<file path="config.mk">
export PLATFORM = sky130hd
export DESIGN_NAME = fitbit_tracker
export DESIGN_NICKNAME = d
export VERILOG_FILES = /design/src/rtl/fitbit_pkg.sv /design/src/rtl/fitbit_sec_timer.sv /design/src/rtl/fitbit_tracker.sv
export SDC_FILE = /design/constraint.sdc
export NUM_CORES = 1
export LEC_CHECK = 0
export BUFFER_PORTS_ARGS = -buffer_cell sky130_fd_sc_hd__buf_2
export CAP_MARGIN = 0
export CORE_ASPECT_RATIO = 1.5
export CORE_UTILIZATION = 50
export CTS_BUF_LIST = sky130_fd_sc_hd__clkbuf_4
export DETAILED_ROUTE_END_ITERATION = 10
export PLACE_DENSITY_LB_ADDON = 0.3
export SLEW_MARGIN = 20
export SYNTH_ARGS = -nofsm -noshare
export SYNTH_HDL_FRONTEND = slang
export SYNTH_SLANG_ARGS = --single-unit
</file>
<file path="constraint.sdc">
create_clock -name CLK -period 6.9 [get_ports CLK]
set_clock_uncertainty 0.05 [all_clocks]
set_input_delay 0.69 -clock CLK [delete_from_list [all_inputs] [get_ports CLK]]
set_output_delay 0.69 -clock CLK [all_outputs]
set_load 0.02 [all_outputs]
</file>
<file path="src/rtl/fitbit_pkg.sv">
// Shared types and default constants for the fitness tracker
// and the display mux that reads its outputs.
package fitbit_pkg;

  typedef enum logic [1:0] {
    ST_IDLE = 2'd0,
    ST_RUN  = 2'd1,
    ST_HIGH = 2'd2
  } ha_state_e;

  localparam int unsigned DEF_CNT_W          = 32;
  localparam int unsigned DEF_CLK_HZ         = 100000000;
  localparam int unsigned DEF_SI_LIMIT       = 9999;
  localparam int unsigned DEF_STEPS_PER_DIST = 2048;
  localparam int unsigned DEF_INIT_WINDOW    = 9;
  localparam int unsigned DEF_INIT_THRESH    = 32;
  localparam int unsigned DEF_HIGH_THRESH    = 64;
  localparam int unsigned DEF_HIGH_RUN       = 60;

endpackage

</file>
<file path="src/rtl/fitbit_sec_timer.sv">
// One-second timebase: free-running cycle counter that only
// advances while enabled and pulses tick at its terminal count.
module fitbit_sec_timer
  import fitbit_pkg::*;
#(
  parameter int unsigned CLK_HZ = DEF_CLK_HZ
) (
  input  logic CLK,
  input  logic RESET,
  input  logic EN,
  output logic tick
);

  localparam int unsigned TW = (CLK_HZ > 1) ? $clog2(CLK_HZ) : 1;
  localparam logic [TW-1:0] LAST = TW'(CLK_HZ - 1);

  logic [TW-1:0] cnt_q, cnt_d;

  always_comb begin
    tick  = EN & (cnt_q == LAST);
    cnt_d = cnt_q;
    if (EN) begin
      cnt_d = tick ? '0 : cnt_q + 1'b1;
    end
  end

  always_ff @(posedge CLK or negedge RESET) begin
    if (!RESET) begin
      cnt_q <= '0;
    end else begin
      cnt_q <= cnt_d;
    end
  end

endmodule

</file>
<file path="src/rtl/fitbit_tracker.sv">
// Step counter with distance, saturation flag, initial-window
// activity count and sustained high-activity time.
module fitbit_tracker
  import fitbit_pkg::*;
#(
  parameter int unsigned CNT_W          = DEF_CNT_W,
  parameter int unsigned CLK_HZ         = DEF_CLK_HZ,
  parameter int unsigned SI_LIMIT       = DEF_SI_LIMIT,
  parameter int unsigned STEPS_PER_DIST = DEF_STEPS_PER_DIST,
  parameter int unsigned INIT_WINDOW    = DEF_INIT_WINDOW,
  parameter int unsigned INIT_THRESH    = DEF_INIT_THRESH,
  parameter int unsigned HIGH_THRESH    = DEF_HIGH_THRESH,
  parameter int unsigned HIGH_RUN       = DEF_HIGH_RUN
) (
  input  logic             CLK,
  input  logic             RESET,
  input  logic             START,
  input  logic             PULSE,
  output logic             SI,
  output logic [CNT_W-1:0] step_count,
  output logic [CNT_W-1:0] distance_covered,
  output logic [3:0]       initial_activity_count,
  output logic [CNT_W-1:0] high_activity_time
);

  localparam int unsigned SUB_W =
    (STEPS_PER_DIST > 1) ? $clog2(STEPS_PER_DIST) : 1;
  localparam logic [SUB_W-1:0] SUB_LAST = SUB_W'(STEPS_PER_DIST - 1);
  localparam logic [CNT_W-1:0] ONE      = CNT_W'(1);
  localparam logic [CNT_W-1:0] RUN_LEN  = CNT_W'(HIGH_RUN);
  localparam logic [3:0]       WIN      = 4'(INIT_WINDOW);

  function automatic logic [CNT_W-1:0] sat_add(
    input logic [CNT_W-1:0] a,
    input logic [CNT_W-1:0] b
  );
    logic [CNT_W:0] s;
    s = {1'b0, a} + {1'b0, b};
    return s[CNT_W] ? '1 : s[CNT_W-1:0];
  endfunction

  logic             tick;
  logic             step;
  logic             hi;
  logic [CNT_W-1:0] sps_eval;
  logic [CNT_W-1:0] run_inc;

  logic             pulse_q;
  logic             si_q, si_d;
  logic [CNT_W-1:0] step_count_q, step_count_d;
  logic [SUB_W-1:0] sub_q, sub_d;
  logic [CNT_W-1:0] dist_q, dist_d;
  logic [CNT_W-1:0] sps_q, sps_d;
  logic [3:0]       sec_q, sec_d;
  logic [3:0]       iac_q, iac_d;
  logic [CNT_W-1:0] run_q, run_d;
  logic [CNT_W-1:0] hat_q, hat_d;
  ha_state_e        state_q, state_d;

  fitbit_sec_timer #(
    .CLK_HZ(CLK_HZ)
  ) u_timer (
    .CLK  (CLK),
    .RESET(RESET),
    .EN   (START),
    .tick (tick)
  );

  always_comb begin
    step         = PULSE & ~pulse_q & START;
    step_count_d = step ? sat_add(step_count_q, ONE) : step_count_q;
    si_d         = si_q | (step_count_q > CNT_W'(SI_LIMIT));

    sub_d  = sub_q;
    dist_d = dist_q;
    if (step) begin
      if (sub_q == SUB_LAST) begin
        sub_d  = '0;
        dist_d = sat_add(dist_q, ONE);
      end else begin
        sub_d = sub_q + 1'b1;
      end
    end

    // a step landing on the tick cycle closes out the ending second
    sps_eval = sat_add(sps_q, {{(CNT_W-1){1'b0}}, step});
    sps_d    = tick ? '0 : sps_eval;
    hi       = sps_eval > CNT_W'(HIGH_THRESH);

    sec_d = sec_q;
    iac_d = iac_q;
    if (tick && (sec_q < WIN)) begin
      sec_d = sec_q + 4'd1;
      if (sps_eval > CNT_W'(INIT_THRESH)) begin
        iac_d = iac_q + 4'd1;
      end
    end
  end

  always_ff @(posedge CLK or negedge RESET) begin
    if (!RESET) begin
      pulse_q      <= 1'b0;
      si_q         <= 1'b0;
      step_count_q <= '0;
      sub_q        <= '0;
      dist_q       <= '0;
      sps_q        <= '0;
      sec_q        <= '0;
      iac_q        <= '0;
      run_q        <= '0;
      hat_q        <= '0;
    end else begin
      pulse_q      <= PULSE;
      si_q         <= si_d;
      step_count_q <= step_count_d;
      sub_q        <= sub_d;
      dist_q       <= dist_d;
      sps_q        <= sps_d;
      sec_q        <= sec_d;
      iac_q        <= iac_d;
      run_q        <= run_d;
      hat_q        <= hat_d;
    end
  end

  always_ff @(posedge CLK or negedge RESET) begin
    if (!RESET) begin
      state_q <= ST_IDLE;
    end else begin
      state_q <= state_d;
    end
  end

  assign run_inc = run_q + ONE;

  always_comb begin
    state_d = state_q;
    if (tick) begin
      unique case (state_q)
        ST_IDLE: if (hi) state_d = ST_RUN;
        ST_RUN: begin
          if (!hi) begin
            state_d = ST_IDLE;
          end else if (run_inc == RUN_LEN) begin
            state_d = ST_HIGH;
          end
        end
        ST_HIGH: if (!hi) state_d = ST_IDLE;
        default: state_d = ST_IDLE;
      endcase
    end
  end

  // a run only earns credit once it reaches full length
  always_comb begin
    run_d = run_q;
    hat_d = hat_q;
    if (tick) begin
      unique case (state_q)
        ST_IDLE: run_d = hi ? ONE : '0;
        ST_RUN: begin
          if (!hi) begin
            run_d = '0;
          end else begin
            run_d = run_inc;
            if (run_inc == RUN_LEN) begin
              hat_d = sat_add(hat_q, RUN_LEN);
            end
          end
        end
        ST_HIGH: begin
          if (hi) begin
            hat_d = sat_add(hat_q, ONE);
          end else begin
            run_d = '0;
          end
        end
        default: run_d = '0;
      endcase
    end
  end

  assign SI                     = si_q;
  assign step_count             = step_count_q;
  assign distance_covered       = dist_q;
  assign initial_activity_count = iac_q;
  assign high_activity_time     = hat_q;

endmodule

</file>
==> results of run 1 <==
## cell type report
type | count | area share (%)
clock buffers | 79 | 4.37
inverters | 28 | 0.774
clock inverters | 10 | 0.304
flip-flops and latches | 210 | 38.7
diodes | 2 | 0.0369
multi-input cells | 1081 | 48.2
repair buffers | 118 | 4.70
well taps | 319 | 2.94
## registers in the layout, indices dropped and copies added (netlist names)
register / cells
SI: 1
u_timer.cnt_q: 27
step_count: 32
high_activity_time: 32
sps_q: 32
sec_q: 4
distance_covered: 32
pulse_q: 1
sub_q: 11
initial_activity_count: 4
state_q: 2
run_q: 32
## cell usage in the layout (no fill, tap or decap), types with 15 or more instances in the layout
| cell type | synthesis | layout |
|---|---|---|
| clkbuf_4 | 0 | 79 |
| xor2_1 | 53 | 53 |
| xnor2_1 | 50 | 50 |
| dfrtp_1 | 210 | 210 |
| and4_1 | 19 | 19 |
| nand3_1 | 90 | 90 |
| a31oi_1 | 32 | 32 |
| and3_1 | 52 | 52 |
| nor3_1 | 54 | 53 |
| or4_1 | 17 | 17 |
| or3_1 | 15 | 15 |
| buf_2 | 17 | 103 |
| nor4_1 | 36 | 35 |
| nand2_1 | 165 | 165 |
| o21ai_0 | 65 | 64 |
| a21oi_1 | 67 | 67 |
| nor2_1 | 126 | 126 |
| a211o_1 | 15 | 15 |
| inv_1 | 27 | 27 |
| nand4_1 | 53 | 53 |
## power breakdown
part / switching [W] / internal, W / total, W
Clock: 0.000501 / 0.000518 / 0.00102
Combinational: 0.000123 / 0.0000779 / 0.000201
Sequential: 0.0000786 / 0.00129 / 0.00137
Total: 0.000703 / 0.00189 / 0.00259
## cell families after synthesis
logic type	share of synthesized area, %
simple gates	29.0
compound gates	14.6
flops	43.2
xor+xnor	7.42
buf+inv	3.17
mux	1.22
fa+ha+maj	1.34
## final timing paths
| kind | from | to | slack (ns) |
|---|---|---|---|
| min in group asynchronous | RESET | initial_activity_count[3] | 0.51 |
| hold / removal | PULSE | pulse_q | 0.08 |
| hold reg to reg | initial_activity_count[3] | initial_activity_count[3] | 0.42 |
| setup reg to reg | pulse_q | run_q[8] | 1.78 |
| setup / recovery | pulse_q | run_q[8] | 1.78 |
| max in group asynchronous | RESET | u_timer.cnt_q[19] | 4.97 |
## routing by layer
metal  routed length [µm]  vias up  GRT usage, %
met2                15600      373          44.3
met5                    0        -             0
li1                     -     5354             -
met4                 1300        0          12.4
met3                 1650      103          4.53
met1                12200     5406          29.3
## metrics by stage
| stage | area, µm² | utilization, % | instances |
|---|---|---|---|
| global route | 13600 | 57.0 | 1847 |
| finish | 13600 | 57.0 | 1847 |
| floorplan | 12200 | - | 1385 |
| detailed placement | 12900 | 54.3 | 1755 |
| CTS | 13600 | 57.0 | 1845 |
| global placement | 12900 | 54.3 | 1755 |
## worst max-delay path, cell delays in order (launching register included)
cell      delay (ns)
dfrtp_1         0.36
nand3b_1        0.17
buf_4           0.19
clkinv_1        0.14
ha_1            0.27
ha_1            0.28
nand4_2         0.24
nor4_1          0.40
xor2_1          0.14
a2111o_1        0.40
or4_4           0.52
nor4_4          0.51
and2_1          0.61
o21ai_4         0.28
a221o_1         0.45
## repair_timing
| action | in CTS | in global routing |
|---|---|---|
| endpoints found under the hold margin | 66 | 0 |
| hold buffers | 1 | 0 |
| gates resized for setup | 0 | 0 |
==> flow_metrics.env, run 1 <==
export IMPL_critical_path_class="flop to flop"
export IMPL_grt_pass1_wl_mm=51.2
export IMPL_drive_gt1_share_pct=14.9
export IMPL_clk_insertion_delay_late_ns=0.70
export IMPL_syn_num_nets=1402
export IMPL_synth_edf_count=0
export IMPL_grt_pass1_vias=10700
export IMPL_power_leakage_nw=6.30
export IMPL_hold_viol_final=0
export IMPL_overflow=0
export IMPL_fp_dieArea_um2=25000
export IMPL_required_ns=7.43
export IMPL_ctsHtreeMaxLevel=2
export IMPL_initial_utilization_pct=51.1
export IMPL_routedWlPerCell_um=16.7
export IMPL_drc=0
export IMPL_setup_violations=0
export IMPL_yosysMostFrequentCell="dfrtp_1"
export IMPL_hold_ws_ns=0.0759
export IMPL_yosysTopAreaCellShare_pct=43.2
export IMPL_slew_violations=0
export IMPL_power_total_w=0.00259
export IMPL_max_cap_violations=0
export IMPL_rsz0062_at_grt="false"
export IMPL_regArea_um2=5260
export IMPL_routed_wl_mm=30.8
export IMPL_ys_types=75
export IMPL_powerDensity_nw_per_um2=191
export IMPL_dp_hpwl_mm=21.1
export IMPL_synthesis_area_um2=12200
export IMPL_synthTopCellsByCount="210 x dfrtp_1, 165 x nand2_1, 126 x nor2_1"
export IMPL_die_y_um=193
export IMPL_grt_max_degree=73
export IMPL_root_buffer="clkbuf_4"
export IMPL_reg2regPathDepth=14
export IMPL_vias_per_cell=6.08
export IMPL_endpoint_kind="flop"
export IMPL_nNetsFinal=1508
export IMPL_io_pins=105
export IMPL_fin_tns_setup_ns=0
export IMPL_drt_iter0_drc=691
export IMPL_coreArea_um2=23800
export IMPL_ant_nets=0
export IMPL_die_x_um=129
export IMPL_gp_congestion=0.932
export IMPL_min_delay_path_class="primary input to flop"
export IMPL_clkTransAtPathRegs_ns=0.08
export IMPL_first_pass_iters=6
export IMPL_ys_seq_area_share_pct=43.2
export IMPL_antenna_found_initial=2
export IMPL_vias=11200
export IMPL_yosys_area_top_type="dfrtp_1"
export IMPL_syn_avg_cell_area_um2=8.78
export IMPL_ys_flop_type="dfrtp_1"
export IMPL_peakVddDrop_v=0.0000894
export IMPL_finalCritPeriodShare_pct=74.2
export IMPL_rows=69
export IMPL_cts_tree="done"
export IMPL_synth_area_top_cells="dfrtp_1 43%, nand2_1 5.1%, nor2_1 3.9%"
export IMPL_fmax_ghz=0.195
export IMPL_postCtsSetupBuffers=0
export IMPL_setup_slack_ns=1.78
export IMPL_numCtsBuffers=52
export IMPL_status="completed"
export IMPL_ys_seq_elements=210
export IMPL_nFillCells=2199
export IMPL_cts_sinks=210
export IMPL_synth_warnings=0
export IMPL_cts_max_path_buffers=3
export IMPL_async_reset_ff_share_pct=100
export IMPL_dp_slack_ns=1.25
export IMPL_cp_data_arrival_time_ns=5.65
export IMPL_tightest_slew_ns=1.05
export IMPL_grt_usage_pct=25.2
export IMPL_area_growth_pct=11.6
export IMPL_multi_input_area_um2=6540
export IMPL_portBuffers=104
export IMPL_netlist_instances=1385
export IMPL_min_path_cells=1
export IMPL_path_max_fanout=18
export IMPL_slew_headroom_pct=29.8
export IMPL_layout_min_cycle_time_ns=5.12
export IMPL_critPathLaunchType="flop"
Power figures use the tool's default switching activity.
==> run 2, diff against run 1 <==
ABC_AREA = 1   (was not set)
clock period = 4.7 ns   (was 6.9 ns; I/O delays follow)
==> flow_metrics.env, run 2 <==
export IMPL_rsz0062_at_grt="false"
export IMPL_clk_insertion_delay_late_ns=0.75
export IMPL_yosysMostFrequentCell="nand2_1"
export IMPL_clkTransAtPathRegs_ns=0.07
export IMPL_wl_met2_mm=19.9
export IMPL_ys_seq_elements=210
export IMPL_max_cap_violations=0
export IMPL_met1Wirelength_mm=14.3
export IMPL_cell_internal_pwr_w=0.00278
export IMPL_fp_dieArea_um2=28400
export IMPL_yosys_area_top_type="dfrtp_1"
export IMPL_synth_edf_count=0
export IMPL_io_pins=105
export IMPL_cts_tree="done"
export IMPL_crit_slowest_cell="nand3_2"
export IMPL_cts_max_path_buffers=3
export IMPL_path_cells="dlygate4sd3_1, buf_2, nand2_1, nor2_2, buf_4, ha_1, ha_1, nand2_1, nor2_2, nand2_2, nor2_8, nand2_4, nand3_1, nor2_1, nand3_1, nor2_1, inv_1, nor2_1, o21ai_2, nand3_2, nand2_1, nand2_1"
export IMPL_r2r_end="high_activity_time[21]"
export IMPL_coreArea_um2=27200
export IMPL_peakVddDrop_v=0.000201
export IMPL_die_x_um=138
export IMPL_syn_avg_cell_area_um2=6.79
export IMPL_portBuffers=104
export IMPL_drt_iter0_drc=772
export IMPL_ant_nets=0
export IMPL_die_y_um=206
export IMPL_initial_utilization_pct=50.9
export IMPL_cp_data_arrival_time_ns=4.47
export IMPL_powerDensity_nw_per_um2=252
export IMPL_synth_area_top_cells="dfrtp_1 38%, nand2_1 15%, nor2_1 7.4%"
export IMPL_hold_viol_final=0
export IMPL_async_reset_ff_share_pct=100
export IMPL_ys_flop_type="dfrtp_1"
export IMPL_top_layer="met4"
export IMPL_pwr_share_seq_pct=51.5
export IMPL_final_cell_mix="571 x nand2_1, 271 x nor2_1, 256 x inv_1"
export IMPL_critPathLaunchType="primary input"
export IMPL_first_pass_iters=5
export IMPL_overflow=0
export IMPL_fmax_ghz=0.254
export IMPL_critPathTopFamily="simple AND/OR/NAND/NOR gates"
export IMPL_grt_max_degree=100
export IMPL_routed_wl_mm=38.1
export IMPL_final_core_util_pct=56.4
export IMPL_drc=0
export IMPL_finalCritPeriodShare_pct=83.8
export IMPL_grt_pass1_wl_mm=62.7
export IMPL_power_leakage_nw=7.42
export IMPL_slew_violations=0
export IMPL_slowest_delay_ns=0.54
export IMPL_grt_usage_pct=27.8
export IMPL_endpoint_kind="flop"
export IMPL_critical_path_class="primary input to flop"
export IMPL_cts_sinks=210
export IMPL_syn_num_nets=2058
export IMPL_synthesis_area_um2=13900
export IMPL_routedWlPerCell_um=14.9
export IMPL_rr_startpoint="run_q[0]"
export IMPL_yosysTopAreaCellShare_pct=37.9
export IMPL_p_comb_share_pct=8.6
export IMPL_root_buffer="clkbuf_4"
export IMPL_mostFrequentLayoutCell="nand2_1"
export IMPL_gp_congestion=0.969
export IMPL_cts_resized=0
export IMPL_clkPwrFrac_pct=39.8
export IMPL_ys_seq_area_share_pct=37.9
export IMPL_grt_pass1_vias=13500
export IMPL_dp_hpwl_mm=28.2
export IMPL_sw_frac_of_total_pct=28.0
export IMPL_status="completed"
export IMPL_reg2regPathDepth=17
export IMPL_path_max_fanout=33
export IMPL_synthTopCellsByCount="571 x nand2_1, 272 x nor2_1, 256 x inv_1"
export IMPL_dp_slack_ns=0.611
export IMPL_ctsHtreeMaxLevel=2
export IMPL_rrSetupSlack_ns=0.92
export IMPL_min_delay_path_class="primary input to asynchronous set/reset pin"
export IMPL_path_common_cell="nand2_1"
export IMPL_rows=74
export IMPL_setup_violations=0
export IMPL_antenna_found_initial=2
export IMPL_fin_tns_setup_ns=0
export IMPL_tightest_slew_ns=0.971
export IMPL_vias=13900
export IMPL_area_growth_pct=10.8
export IMPL_met3_length_mm=1.91
export IMPL_path_buf_inv=4
export IMPL_p_sw_w=0.00108
export IMPL_slew_headroom_pct=35.2
export IMPL_nNetsFinal=2186
export IMPL_ys_types=50
export IMPL_required_ns=5.23
export IMPL_vias_per_cell=5.47
export IMPL_setup_slack_ns=0.763
export IMPL_drive_gt1_share_pct=10.7
export IMPL_synth_warnings=0
export IMPL_netlist_instances=2041
export IMPL_numCtsBuffers=52
export IMPL_layout_min_cycle_time_ns=3.94
==> run 2: cell count changes after synthesis, moves of 27 or more <==
cell and delta:
a31oi_1 -27, nand3_1 +68, and3_1 -51, o21ai_1 +32
nor2_1 +146, inv_1 +229, nand2_1 +406, nand4_1 +32
==> run 2: per-stage QoR <==
| stage | cells | total power, W | hold slack, ns | instance area [µm²] |
|---|---|---|---|---|
| after CTS | 2547 | 0.00392 | 0.301 | 15300 |
| after detailed placement | 2454 | 0.00236 | 0.400 | 14700 |
| after floorplan | 2041 | 0.00222 | 0.124 | 13900 |
| final | 2549 | 0.00387 | 0.322 | 15300 |
| after global placement | 2454 | 0.00234 | 0.387 | 14700 |
| after global routing | 2549 | 0.00407 | 0.350 | 15300 |
==> run 2: logic make-up after synthesis <==
kind of cell	after synthesis	share of synthesized area, %
AND/OR/NAND/NOR	1219	38.5
buffers and inverters	305	8.76
AO/OA/AOI/OAI	213	8.55
flip-flops	210	37.9
XOR/XNOR	81	5.12
adder cells (fa/ha/maj)	13	1.17
==> run 2: how the worst max path moves through the flow <==
stage,start,endpoint,slack (ns),cells past startpoint
after floorplan,START,run_q[10],1.48,21
after global placement,START,high_activity_time[25],0.72,21
after detailed placement,START,high_activity_time[19],0.61,21
after CTS,START,high_activity_time[29],0.85,22
after global routing,START,high_activity_time[25],0.37,22
final,START,high_activity_time[21],0.76,22
==> run 2: metal layers <==
layer | track usage, % | vias up
li1 | - | 6914
met5 | 0 | -
met2 | 51.3 | 473
met1 | 28.7 | 6422
met4 | 16.7 | 0
met3 | 4.56 | 137
==> run 2: cell type report <==
class / instances / area, µm²
clock buffers: 73 / 548
diodes: 2 / 5.00
flip-flops and latches: 210 / 5260
repair buffers: 118 / 643
multi-input cells: 1526 / 7390
clock inverters: 17 / 96.3
well taps: 342 / 428
fillers: 2673 / 11900
inverters: 261 / 982
==> run 2: power by group through the flow <==
stage / Combinational [W] / Clock [W] / Sequential [W]
floorplan: 0.000197 / 0 / 0.00203
global placement: 0.000326 / 0 / 0.00202
detailed placement: 0.000336 / 0 / 0.00202
CTS: 0.000339 / 0.00159 / 0.00199
global route: 0.000387 / 0.00168 / 0.00200
finish: 0.000333 / 0.00154 / 0.00199
==> run 2: worst register-to-register path, stage by stage, from the launching register on <==
cell	delay [ns]
dfrtp_1	0.42
ha_1	0.23
nand3_1	0.24
inv_1	0.23
nand2_1	0.11
nor2_1	0.21
nand3_1	0.12
nand2_1	0.10
nand2_1	0.05
nor2_1	0.10
nand2_1	0.13
nor2_1	0.17
nand3_1	0.09
nand2_1	0.09
buf_4	0.35
nand3_2	0.61
nand2_1	0.24
nand2_1	0.07
==> run 2: what timing repair did <==
| action | 4_1_cts | 5_1_grt |
|---|---|---|
| endpoints found under the setup margin | 0 | 0 |
| buffers inserted | 0 | 0 |
| hold buffers | 3 | 0 |
| hold endpoints to repair | 99 | 0 |
